--- src/rtl/dmaster_packets_to_bytes.sv ---
// Serialises channelled packet beats into an escaped byte stream with
// channel, SOP and EOP markers, one byte per cycle into a registered output.
//
// phase        | meaning
// -------------+----------------------------------------------------
// PH_START     | beat start; the effective phase is the first one that applies
// PH_CHAN_MARK | emit 0x7C channel marker
// PH_CHAN_ESC  | emit 0x7D before a reserved channel byte
// PH_CHAN_BYTE | emit the channel byte, XORed with 0x20 if reserved
// PH_SOP       | emit 0x7A
// PH_EOP       | emit 0x7B
// PH_DATA_ESC  | emit 0x7D before a reserved data byte
// PH_DATA      | emit the data byte, XORed with 0x20 if reserved; beat consumed
module dmaster_packets_to_bytes #(
   parameter int CHANNEL_WIDTH  = 8,
   parameter bit ENCODE_CHANNEL = 1'b1
) (
   input  logic                     clk,
   input  logic                     reset_n,
   output logic                     in_ready,
   input  logic                     in_valid,
   input  logic [7:0]               in_data,
   input  logic [CHANNEL_WIDTH-1:0] in_channel,
   input  logic                     in_startofpacket,
   input  logic                     in_endofpacket,
   input  logic                     out_ready,
   output logic                     out_valid,
   output logic [7:0]               out_data
);

   localparam logic [2:0] PH_START     = 3'd0;
   localparam logic [2:0] PH_CHAN_MARK = 3'd1;
   localparam logic [2:0] PH_CHAN_ESC  = 3'd2;
   localparam logic [2:0] PH_CHAN_BYTE = 3'd3;
   localparam logic [2:0] PH_SOP       = 3'd4;
   localparam logic [2:0] PH_EOP       = 3'd5;
   localparam logic [2:0] PH_DATA_ESC  = 3'd6;
   localparam logic [2:0] PH_DATA      = 3'd7;

   logic [2:0]               phase_q, phase_d;
   logic                     out_valid_q, out_valid_d;
   logic [7:0]               out_data_q, out_data_d;
   logic [CHANNEL_WIDTH-1:0] last_channel_q, last_channel_d;
   logic                     chan_valid_q, chan_valid_d;

   logic [7:0] chan_byte;
   logic       chan_rsvd, data_rsvd, chan_needed, load_en;
   logic [2:0] from_sop, from_eop, from_data, phase_cur, phase_next;
   logic [7:0] enc_byte;

   function automatic logic is_rsvd(input logic [7:0] b);
      return (b >= 8'h7A) && (b <= 8'h7D);
   endfunction

   always_comb begin
      chan_byte   = 8'(in_channel);
      chan_rsvd   = is_rsvd(chan_byte);
      data_rsvd   = is_rsvd(in_data);
      chan_needed = ENCODE_CHANNEL && in_startofpacket &&
                    (!chan_valid_q || (in_channel != last_channel_q));

      from_data = data_rsvd ? PH_DATA_ESC : PH_DATA;
      from_eop  = in_endofpacket ? PH_EOP : from_data;
      from_sop  = in_startofpacket ? PH_SOP : from_eop;
      phase_cur = (phase_q == PH_START) ? (chan_needed ? PH_CHAN_MARK : from_sop) : phase_q;

      enc_byte   = in_data;
      phase_next = PH_START;
      case (phase_cur)
         PH_CHAN_MARK: begin
            enc_byte   = 8'h7C;
            phase_next = chan_rsvd ? PH_CHAN_ESC : PH_CHAN_BYTE;
         end
         PH_CHAN_ESC: begin
            enc_byte   = 8'h7D;
            phase_next = PH_CHAN_BYTE;
         end
         PH_CHAN_BYTE: begin
            enc_byte   = chan_rsvd ? (chan_byte ^ 8'h20) : chan_byte;
            phase_next = from_sop;
         end
         PH_SOP: begin
            enc_byte   = 8'h7A;
            phase_next = from_eop;
         end
         PH_EOP: begin
            enc_byte   = 8'h7B;
            phase_next = from_data;
         end
         PH_DATA_ESC: begin
            enc_byte   = 8'h7D;
            phase_next = PH_DATA;
         end
         PH_DATA: begin
            enc_byte   = data_rsvd ? (in_data ^ 8'h20) : in_data;
            phase_next = PH_START;
         end
         default: begin
            enc_byte   = in_data;
            phase_next = PH_START;
         end
      endcase

      load_en = !out_valid_q || out_ready;
      // Held low in reset so a beat is never consumed by a cycle whose load is discarded.
      in_ready = reset_n && load_en && in_valid && (phase_cur == PH_DATA);

      phase_d        = phase_q;
      out_valid_d    = out_valid_q;
      out_data_d     = out_data_q;
      last_channel_d = last_channel_q;
      chan_valid_d   = chan_valid_q;
      if (load_en) begin
         if (in_valid) begin
            out_valid_d = 1'b1;
            out_data_d  = enc_byte;
            phase_d     = phase_next;
            if (phase_cur == PH_CHAN_BYTE) begin
               last_channel_d = in_channel;
               chan_valid_d   = 1'b1;
            end
         end else begin
            out_valid_d = 1'b0;
         end
      end
   end

   always_ff @(posedge clk) begin
      if (!reset_n) begin
         phase_q        <= PH_START;
         out_valid_q    <= 1'b0;
         out_data_q     <= 8'h00;
         last_channel_q <= '0;
         chan_valid_q   <= 1'b0;
      end else begin
         phase_q        <= phase_d;
         out_valid_q    <= out_valid_d;
         out_data_q     <= out_data_d;
         last_channel_q <= last_channel_d;
         chan_valid_q   <= chan_valid_d;
      end
   end

   assign out_valid = out_valid_q;
   assign out_data  = out_data_q;

endmodule

--- config.mk ---
export PLATFORM = sky130hd
export DESIGN_NAME = dmaster_packets_to_bytes
export DESIGN_NICKNAME = d
export VERILOG_FILES = /design/src/rtl/dmaster_packets_to_bytes.sv
export SDC_FILE = /design/constraint.sdc
export NUM_CORES = 1
export LEC_CHECK = 0
export ABC_AREA = 1
export ABC_CLOCK_PERIOD_IN_PS = 1950
export CORE_ASPECT_RATIO = 1.1
export CORE_UTILIZATION = 48
export DETAILED_ROUTE_END_ITERATION = 7
export PLACE_DENSITY_LB_ADDON = 0.08
export SETUP_SLACK_MARGIN = 0.5
export SYNTH_ARGS = -nofsm -noshare
export SYNTH_HDL_FRONTEND = slang
export SYNTH_SLANG_ARGS = --single-unit
--- constraint.sdc ---
create_clock -name clk -period 1.95 [get_ports clk]
set_clock_uncertainty 0.15 [all_clocks]
set_input_delay 0.39 -clock clk [delete_from_list [all_inputs] [get_ports clk]]
set_output_delay 0.39 -clock clk [all_outputs]
set_load 0.02 [all_outputs]
=== Yosys cells after proc, flatten, opt, wreduce, memory -nomap -nowiden ===
Index checks and enable logic that the tools add are counted.

* Register bits: 21
* Bits of input ports: 22
* Output and inout port bits: 10
* Word-level logic and storage cells: 44

* $lt $le $gt $ge: 4
* Equal/unequal tests: 8
* Muxes and demuxes: 11
* Bitwise logic cells: 2
* Reductions and logical operators: 14

{| class="wikitable"
|+ Operators with widths
! kind !! count
|-
| one-hot mux 8 bit (6 select lines) || 1
|-
| one-hot mux 3 bit (6 select lines) || 1
|-
| >= comparator 8 x 7 -> 1 bit (second input constant) || 2
|-
| less-or-equal comparator 8 x 7 -> 1 bit (second input constant) || 2
|-
| == test 3 bit (second input constant) || 4
|-
| 2-to-1 mux 6 bit || 2
|-
| inequality test 8 bit || 1
|-
| == test 3 x 2 -> 1 bit (second input constant) || 2
|-
| logical AND 1 bit || 6
|-
| 2-to-1 mux 3 bit || 2
|-
| 2-to-1 mux 2 bit || 2
|-
| == test 3 x 1 -> 1 bit (second input constant) || 1
|-
| zero test 3 bit || 1
|-
| 2-to-1 mux 1 bit || 3
|-
| AND reduction 3 bit || 1
|-
| zero test 1 bit || 2
|-
| logical OR 1 bit || 2
|-
| inverter 1 bit || 2
|-
| AND reduction 2 bit || 1
|-
| OR reduction 2 bit || 1
|}

=== Logic depth before layout (Yosys ltp) ===
Gate-level depths: netlist (run 1).

* Depth in word-level cells: 10
* Depth in mapped cells: 16
* Mapped depth without buffers: 15

=== Least setup slack after synthesis (run 1) ===
No wires, ideal clock.

* Path kind: input -> output
* Start: in in_channel[4]
* End: out in_ready
* Arrival time: 1.685 ns
* Data required time: 1.410 ns
* Slack: -0.275 ns
* Stages: 9
* Buffers on the path: 0
* Cells stage by stage: inv_1 nand2_1 nand2_1 nand2_1 nor2_1 nand3_2 nand2_2 a21oi_1 nor4_1

* Cells in the longest elaborated chain, start to end: 7

{| class="wikitable"
|+ RTL lines
! item !! line !! text
|-
| start: declaration || 23 || <nowiki>input logic [CHANNEL_WIDTH-1:0] in_channel,</nowiki>
|-
| inequality test 8 bit || 60 || <nowiki>(!chan_valid_q || (in_channel != last_channel_q));</nowiki>
|-
| logical OR 1 bit || 60 ||
|-
| logical AND 1 bit || 59 || <nowiki>chan_needed = ENCODE_CHANNEL && in_startofpacket &&</nowiki>
|-
| 2-to-1 mux 3 bit (2 in a row) || 65 || <nowiki>phase_cur = (phase_q == PH_START) ? (chan_needed ? PH_CHAN_MARK : from_sop) : phase_q;</nowiki>
|-
| == test 3 bit || 106 || <nowiki>in_ready = reset_n && load_en && in_valid && (phase_cur == PH_DATA);</nowiki>
|-
| logical AND 1 bit || 106 ||
|-
| end: declaration || 20 || <nowiki>output logic in_ready,</nowiki>
|}

No other way between the ends.

=== Worst setup path in the final report (run 1) ===
* Start: reg last_channel_q[5]
* End: out in_ready

* Cells in the longest elaborated chain, start to end: 7

{| class="wikitable"
|+ RTL lines
! item !! line !! text
|-
| start: declaration || 43 || <nowiki>logic [CHANNEL_WIDTH-1:0] last_channel_q, last_channel_d;</nowiki>
|-
| start signal: assignment || 139 || <nowiki>last_channel_q <= last_channel_d;</nowiki>
|-
| inequality test 8 bit || 60 ||
|-
| logical OR 1 bit || 60 ||
|-
| logical AND 1 bit || 59 ||
|-
| 2-to-1 mux 3 bit (2 in a row) || 65 ||
|-
| == test 3 bit || 106 ||
|-
| logical AND 1 bit || 106 ||
|}

No other way between the ends.

==> reports/qor.txt, run 1 <==
Mean Syn Cell Area -> 6.41 um^2
Core ar. -> 0.00252 mm^2
Logic gate share of total power -> 45.7%
Critical Path AT -> 1.75 ns
Fillers -> 149
RSZ-0062 raised after global routing -> true
Drt first pass iters -> 4
Dpl ws -> -0.976 ns
HPWL after detailed placement -> 2920 um
Area after DPL -> 0.00198 mm^2
Post-Syn Instances -> 200
Slew Viols, Final -> 0
Avg WL per Cell -> 15.5 um
Clock latency on the worst-skew pair -> 0.33 ns
Chip height -> 56.2 um
WL final -> 4780 um
CP max stage cell -> dfxtp_2
Largest net degree at the start of global routing -> 13
Total Power -> 0.00132 W
Starting Density -> 50.8%
Congestion Overflow GR -> 0
Clk buf depth -> 2
Row cnt -> 19
Worst vdd ir -> 656 uV
Max incr delay on CP -> 0.35 ns
Clock share of power -> 17.4%
Setup violators final -> 20
Leakage dissipation -> 1.03 nW
Buffers plus inverters on the worst setup path -> 3
Die extent in x -> 51.3 um
NumNets Final -> 300
DRC viols -> 0
Internal power -> 0.000808 W
Hold Vio Cnt, Final -> 0
Crit Path Max Fanout -> 3
Switch Pwr -> 0.000509 W
Clock Sink Count -> 21
Initial antenna violation count -> 0
Outcome -> finished with violations
Placer Congestion -> 0.878
Setup CP Type -> flip-flop to output pin
Top Family by Delay on Critical Path -> simple AND/OR/NAND/NOR gates
CTS Root Cell -> clkbuf_4
Power density over cell area -> 613 mW/mm^2
Port Buffers -> 31
Antenna Violating Nets Remaining -> 0
Synth Register Bits -> 21
Area Growth Syn to Fin -> 67.7%
CTS tree -> yes
Failing checks -> negative setup slack
Vias in the first global route -> 1,605
Die area -> 0.00288 mm^2
Avg Vias per Cell -> 5.43
WP data required -> 1.41 ns
EDFF count, synth -> 0
First-pass GRT wire length -> 6930 um
Prevailing post-synth register cell -> dfxtp_1
Worst hold margin -> 0.329 ns
Worst Max-Slew Pin Slew -> 0.297 ns
Min-delay worst type -> flip-flop to flip-flop
Syn nets -> 222
CTS Buf Count -> 3
Final worst-path setup slack -> -0.335 ns
Seq pwr share -> 36.9%
Ys async rst share -> 0%
IO Count -> 32
DR vias -> 1,673
Final Critical Period -> 2.29 ns
CP Launch Type -> flip-flop
Antenna cells -> 0
Distinct cells, synth -> 26
CP Cell Sequence -> inv_2, nand2_1, nand2_1, inv_1, nand2_1, nor2_2, nand3_2, nand2_4, nand2_4, nand3_4, nor4_4, buf_4
Mapped Area -> 0.00128 mm^2
Seq/Total Area, Yosys -> 32.8%
Critical path's most frequent cell -> nand2_1
Slew headroom -> 80.1%
Worst Setup End Kind -> output pin
Crit share post-route -> 117%
Share of cells above drive strength 1 -> 44.0%
GRT Total Usage -> 31.8%
Sw Share -> 38.7%
Clk slew on worst S/H paths -> 0.13 ns
Htree depth -> 1
Post-route design area -> 0.00215 mm^2
Max-cap violations -> 0
DRT iter0 DRCs -> 52
Fmax -> 0.438 GHz
Yosys warns -> 0
-- synthesized netlist by cell type (2+ instances only) --
library cell  instances  area (um^2)
nor2_1               16         60.1
nand3_1              18         90.1
a31oi_1               3         18.8
o21ai_0              12         60.1
a21oi_1              15         75.1
o21ai_1               3         15.0
dfxtp_1              21          420
nand2_4               2         22.5
o211ai_1              2         15.0
nand2_1              53          199
nand2_2               5         31.3
clkbuf_1              2         7.51
inv_2                 3         11.3
xor2_1                2         17.5
inv_1                31          116
a21oi_2               2         17.5
-- cell type report --
cell class | count | area [um^2] | share of cell area [%]
clock buffers | 3 | 22.5 | 1.05
clock inverters | 1 | 5.00 | 0.233
inverters | 34 | 151 | 7.05
multi-input cells | 142 | 878 | 40.9
flip-flops and latches | 21 | 427 | 19.9
well taps | 31 | 38.8 | 1.81
repair buffers | 76 | 626 | 29.1
-- routing by layer --
| metal | GRT usage [%] | routed length [um] |
|---|---|---|
| met1 | 35.4 | 1820 |
| met2 | 56.6 | 2500 |
| met3 | 5.74 | 308 |
| met4 | 15.4 | 150 |
| met5 | 0 | 0 |
-- logic make-up (layout without fill, tap and decap cells) --
logic type / count (synthesis) / count (layout) / synth area share (%)
AOI/OAI and AO/OA: 38 / 38 / 16.3
buffers and inverters: 38 / 114 / 12.0
xor gates and xnor gates: 2 / 2 / 1.37
and+or+nand+nor: 101 / 102 / 37.5
DFF: 21 / 21 / 32.8
-- cell usage in the layout, fill, tap and decap left out, types with 8 or more instances in the layout --
cell type	Yosys	layout
inv_2	3	10
buf_2	0	9
nand2_2	5	9
buf_4	1	38
dlygate4sd2_1	0	13
nor2_1	16	12
dfxtp_1	21	16
a21oi_2	2	9
o21ai_0	12	8
inv_1	31	20
nand3_1	18	14
nand2_1	53	47
-- power groups by stage --
| stage | registers [W] | logic [W] | clock network (W) |
|---|---|---|---|
| floorplan | 0.000514 | 0.000247 | 0 |
| global placement | 0.000492 | 0.000511 | 0 |
| detailed placement | 0.000494 | 0.000524 | 0 |
| CTS | 0.000484 | 0.000542 | 0.000230 |
| global route | 0.000491 | 0.000645 | 0.000242 |
| finish | 0.000487 | 0.000602 | 0.000229 |
-- registers in the layout, indices dropped and copies added, names as in the netlist --
| register | flops |
|---|---|
| last_channel_q | 8 |
| out_data | 8 |
| phase_q | 3 |
| chan_valid_q | 1 |
| out_valid | 1 |
-- worst reg2reg max path, cell delays in order (launching register included) --
cell and delay (ns):
dfxtp_2 0.35, inv_2 0.06, nand2_1 0.05, nand2_1 0.06
inv_1 0.04, nand2_1 0.09, nor2_2 0.06, nand3_2 0.09
nand2_4 0.08, nand2_4 0.07, nand3_4 0.07, buf_4 0.14
buf_6 0.13, nor2_8 0.20, buf_6 0.17, nand2_1 0.06
nand3_1 0.08, a21oi_1 0.06
-- final timing paths --
check                                                    start                        to  slack, ns  cells after the start
worst min-delay path                  out_data[4]$_SDFFE_PN0P_  out_data[4]$_SDFFE_PN0P_       0.33                      2
worst max-delay path            last_channel_q[5]$_SDFFE_PN0P_                  in_ready      -0.34                     12
worst max register to register  last_channel_q[5]$_SDFFE_PN0P_  out_data[4]$_SDFFE_PN0P_      -0.15                     17
worst min register to register        out_data[4]$_SDFFE_PN0P_  out_data[4]$_SDFFE_PN0P_       0.33                      2
-- metrics by stage --
| step | setup TNS [ns] | util (%) | std cells |
|---|---|---|---|
| after CTS | -0.272 | 81.3 | 306 |
| after global routing | -4.36 | 85.3 | 308 |
| after floorplan | 0 | - | 200 |
| after global placement | -11.12 | 78.5 | 300 |
| after detailed placement | -11.52 | 78.5 | 300 |
| final | -2.44 | 85.3 | 308 |
-- repair_timing --
action / CTS / global route
hold buffers: 0 / 0
endpoints found under the setup margin: 30 / 21
pin swaps: 18 / 17
gates cloned: 1 / 0
resized for setup: 84 / 26
buffers inserted: 1 / 2
Note: power is estimated with default switching activity, not from simulation.
==> run 2: changes to the inputs <==
- CAP_MARGIN: not set -> 20
==> results of run 2 <==
Final layout, timing and power as in run 1 (identical DEF).
==> run 3: changes to the inputs <==
- CTS_CLUSTER_SIZE: not set -> 24
- REMOVE_ABC_BUFFERS: not set -> 1
==> run 3 against run 2 <==
Net effect: combinational power up 5.6%; largest power group unchanged; the run still ends with negative setup slack left; non-clock buffer count rose by 2; via count grew 4.7%; flip-flop and latch count unchanged; first-iteration DRC count increased by 120%; die area stayed put; clock power hardly changed; global-route usage up 0.24 points; worst hold slack worse by 0.086 ns; sequential power rose by 0.8%; maximum frequency fell by 0.32%.
==> reports/qor.txt, run 3 (synthesized netlist as in run 1, its figures left out) <==
Largest net degree at the start of global routing -> 13
Worst Setup SP -> last_channel_q[5]$_SDFFE_PN0P_
Util after Layout -> 86.5%
Initial antenna violation count -> 0
First-pass GRT wire length -> 6970 um
GR Util met3 -> 3.28%
Worst Setup End Kind -> output pin
Leakage dissipation -> 1.06 nW
Vias in the first global route -> 1,556
GRT Total Usage -> 32.1%
Grt met2 use -> 57.5%
Avg Vias per Cell -> 5.65
Placer Congestion -> 0.864
Outcome -> finished with violations
Clock Sink Count -> 21
Antenna Violating Nets Remaining -> 0
Failing checks -> negative setup slack
Die extent in x -> 51.3 um
Critical Path AT -> 1.75 ns
Dpl ws -> -1.02 ns
Slew Viols, Final -> 0
Share of cells above drive strength 1 -> 45.9%
Setup CP Type -> flip-flop to output pin
HPWL after detailed placement -> 2970 um
CTS Buf Count -> 3
IO Count -> 32
Port Buffers -> 31
Antenna cells -> 0
NumNets Final -> 302
DRT iter0 DRCs -> 116
Hold Path Origin -> in_channel[7]
Worst Max-Slew Pin Slew -> 0.286 ns
Core ar. -> 0.00252 mm^2
Slew headroom -> 80.9%
Commonest non-fill, non-tap cell in the layout -> nand2_1
Htree depth -> 1
Fillers -> 138
Met1 Track Usage GR -> 39.0%
CP Launch Type -> flip-flop
DR vias -> 1,751
Crit share post-route -> 118%
Congestion Overflow GR -> 0
Crit Path Max Fanout -> 3
Clk slew on worst S/H paths -> 0.14 ns
Clk buf depth -> 2
Worst vdd ir -> 561 uV
Most frequent cells in the layout -> nand2_1, buf_4, inv_1
Final worst-path setup slack -> -0.342 ns
Fmax -> 0.436 GHz
Setup violators final -> 21
Starting Density -> 50.8%
Hold Vio Cnt, Final -> 0
Reg-to-Reg Start -> last_channel_q[5]$_SDFFE_PN0P_
CTS tree -> yes
DRC viols -> 0
Max-cap violations -> 0
GR peak layer -> met2
Avg WL per Cell -> 17.5 um
Power density over cell area -> 621 mW/mm^2
Clock latency on the worst-skew pair -> 0.31 ns
Min-delay worst type -> input port to flip-flop
Row cnt -> 19
CTS Root Cell -> clkbuf_4
Final Critical Period -> 2.29 ns
Area Growth Syn to Fin -> 70.1%
Die area -> 0.00288 mm^2
RSZ-0062 raised after global routing -> true
Chip height -> 56.2 um
WP data required -> 1.41 ns
Drt first pass iters -> 6
WL final -> 5430 um
## run 3: cell types whose count changed in the layout (fill, tap and decap cells not counted), sizes merged
cell,previous run,this run
buf,55,57
clkinv,2,0
clkdlybuf4s15,3,2
inv,32,33
clkbuf,3,5
dlygate4sd2,13,14
clkdlybuf4s50,5,4
## run 3: final timing paths
path	end	slack, ns	cells after the start
hold / removal	last_channel_q[7]$_SDFFE_PN0P_	0.24	3
setup / recovery	in_ready	-0.34	12
setup reg to reg	last_channel_q[0]$_SDFFE_PN0P_	-0.20	18
hold reg to reg	last_channel_q[5]$_SDFFE_PN0P_	0.33	2
## run 3: stage by stage
step | power, W | TNS, ns | area [um^2] | hold WS (ns) | cells
floorplan | 0.000736 | -0.275 | 1250 | 0.293 | 196
global placement | 0.000963 | -9.88 | 1870 | 0.299 | 293
detailed placement | 0.000976 | -10.67 | 1870 | 0.315 | 293
CTS | 0.00124 | -0.301 | 2030 | 0.292 | 304
global route | 0.00142 | -5.44 | 2180 | 0.223 | 310
finish | 0.00135 | -3.05 | 2180 | 0.243 | 310
## run 3: routing by layer
| layer | share of wire (%) | up-vias |
|---|---|---|
| met1 | 38 | 794 |
| met3 | 9.0 | 28 |
| li1 | - | 798 |
| met4 | 4.5 | 0 |
| met2 | 48 | 131 |
| met5 | 0 | - |
## run 3: report_power, final
part           total (W)  internal (W)  leakage [nW]  switching, W
Clock           0.000227     0.0000799        0.0150      0.000147
Combinational   0.000636      0.000278         0.871      0.000358
Sequential      0.000491      0.000467         0.175     0.0000242
Total            0.00135      0.000825          1.06      0.000529
## run 3: final cells by class
| type | count | area, um^2 | share of cell area [%] |
|---|---|---|---|
| clock buffers | 4 | 26.3 | 1.21 |
| inverters | 34 | 134 | 6.14 |
| multi-input cells | 142 | 908 | 41.7 |
| flip-flops and latches | 21 | 427 | 19.6 |
| well taps | 31 | 38.8 | 1.78 |
| repair buffers | 78 | 646 | 29.6 |
## run 3: worst max-delay path: stages, from the launching register on
cell     delay [ns]
dfxtp_2        0.36
inv_2          0.05
nand2_1        0.06
nand2_1        0.07
inv_1          0.04
nand2_1        0.06
nor2_1         0.06
nand3_2        0.10
nand2_4        0.07
nand2_4        0.08
nand3_4        0.07
nor4_4         0.22
buf_4          0.19
## run 3: repair_timing
item	in CTS	in global routing
setup endpoints to repair	30	22
buffers inserted	6	6
gates cloned	1	0
pin swaps	26	6
hold endpoints to repair	0	0
resized for setup	104	32
hold buffers	0	0
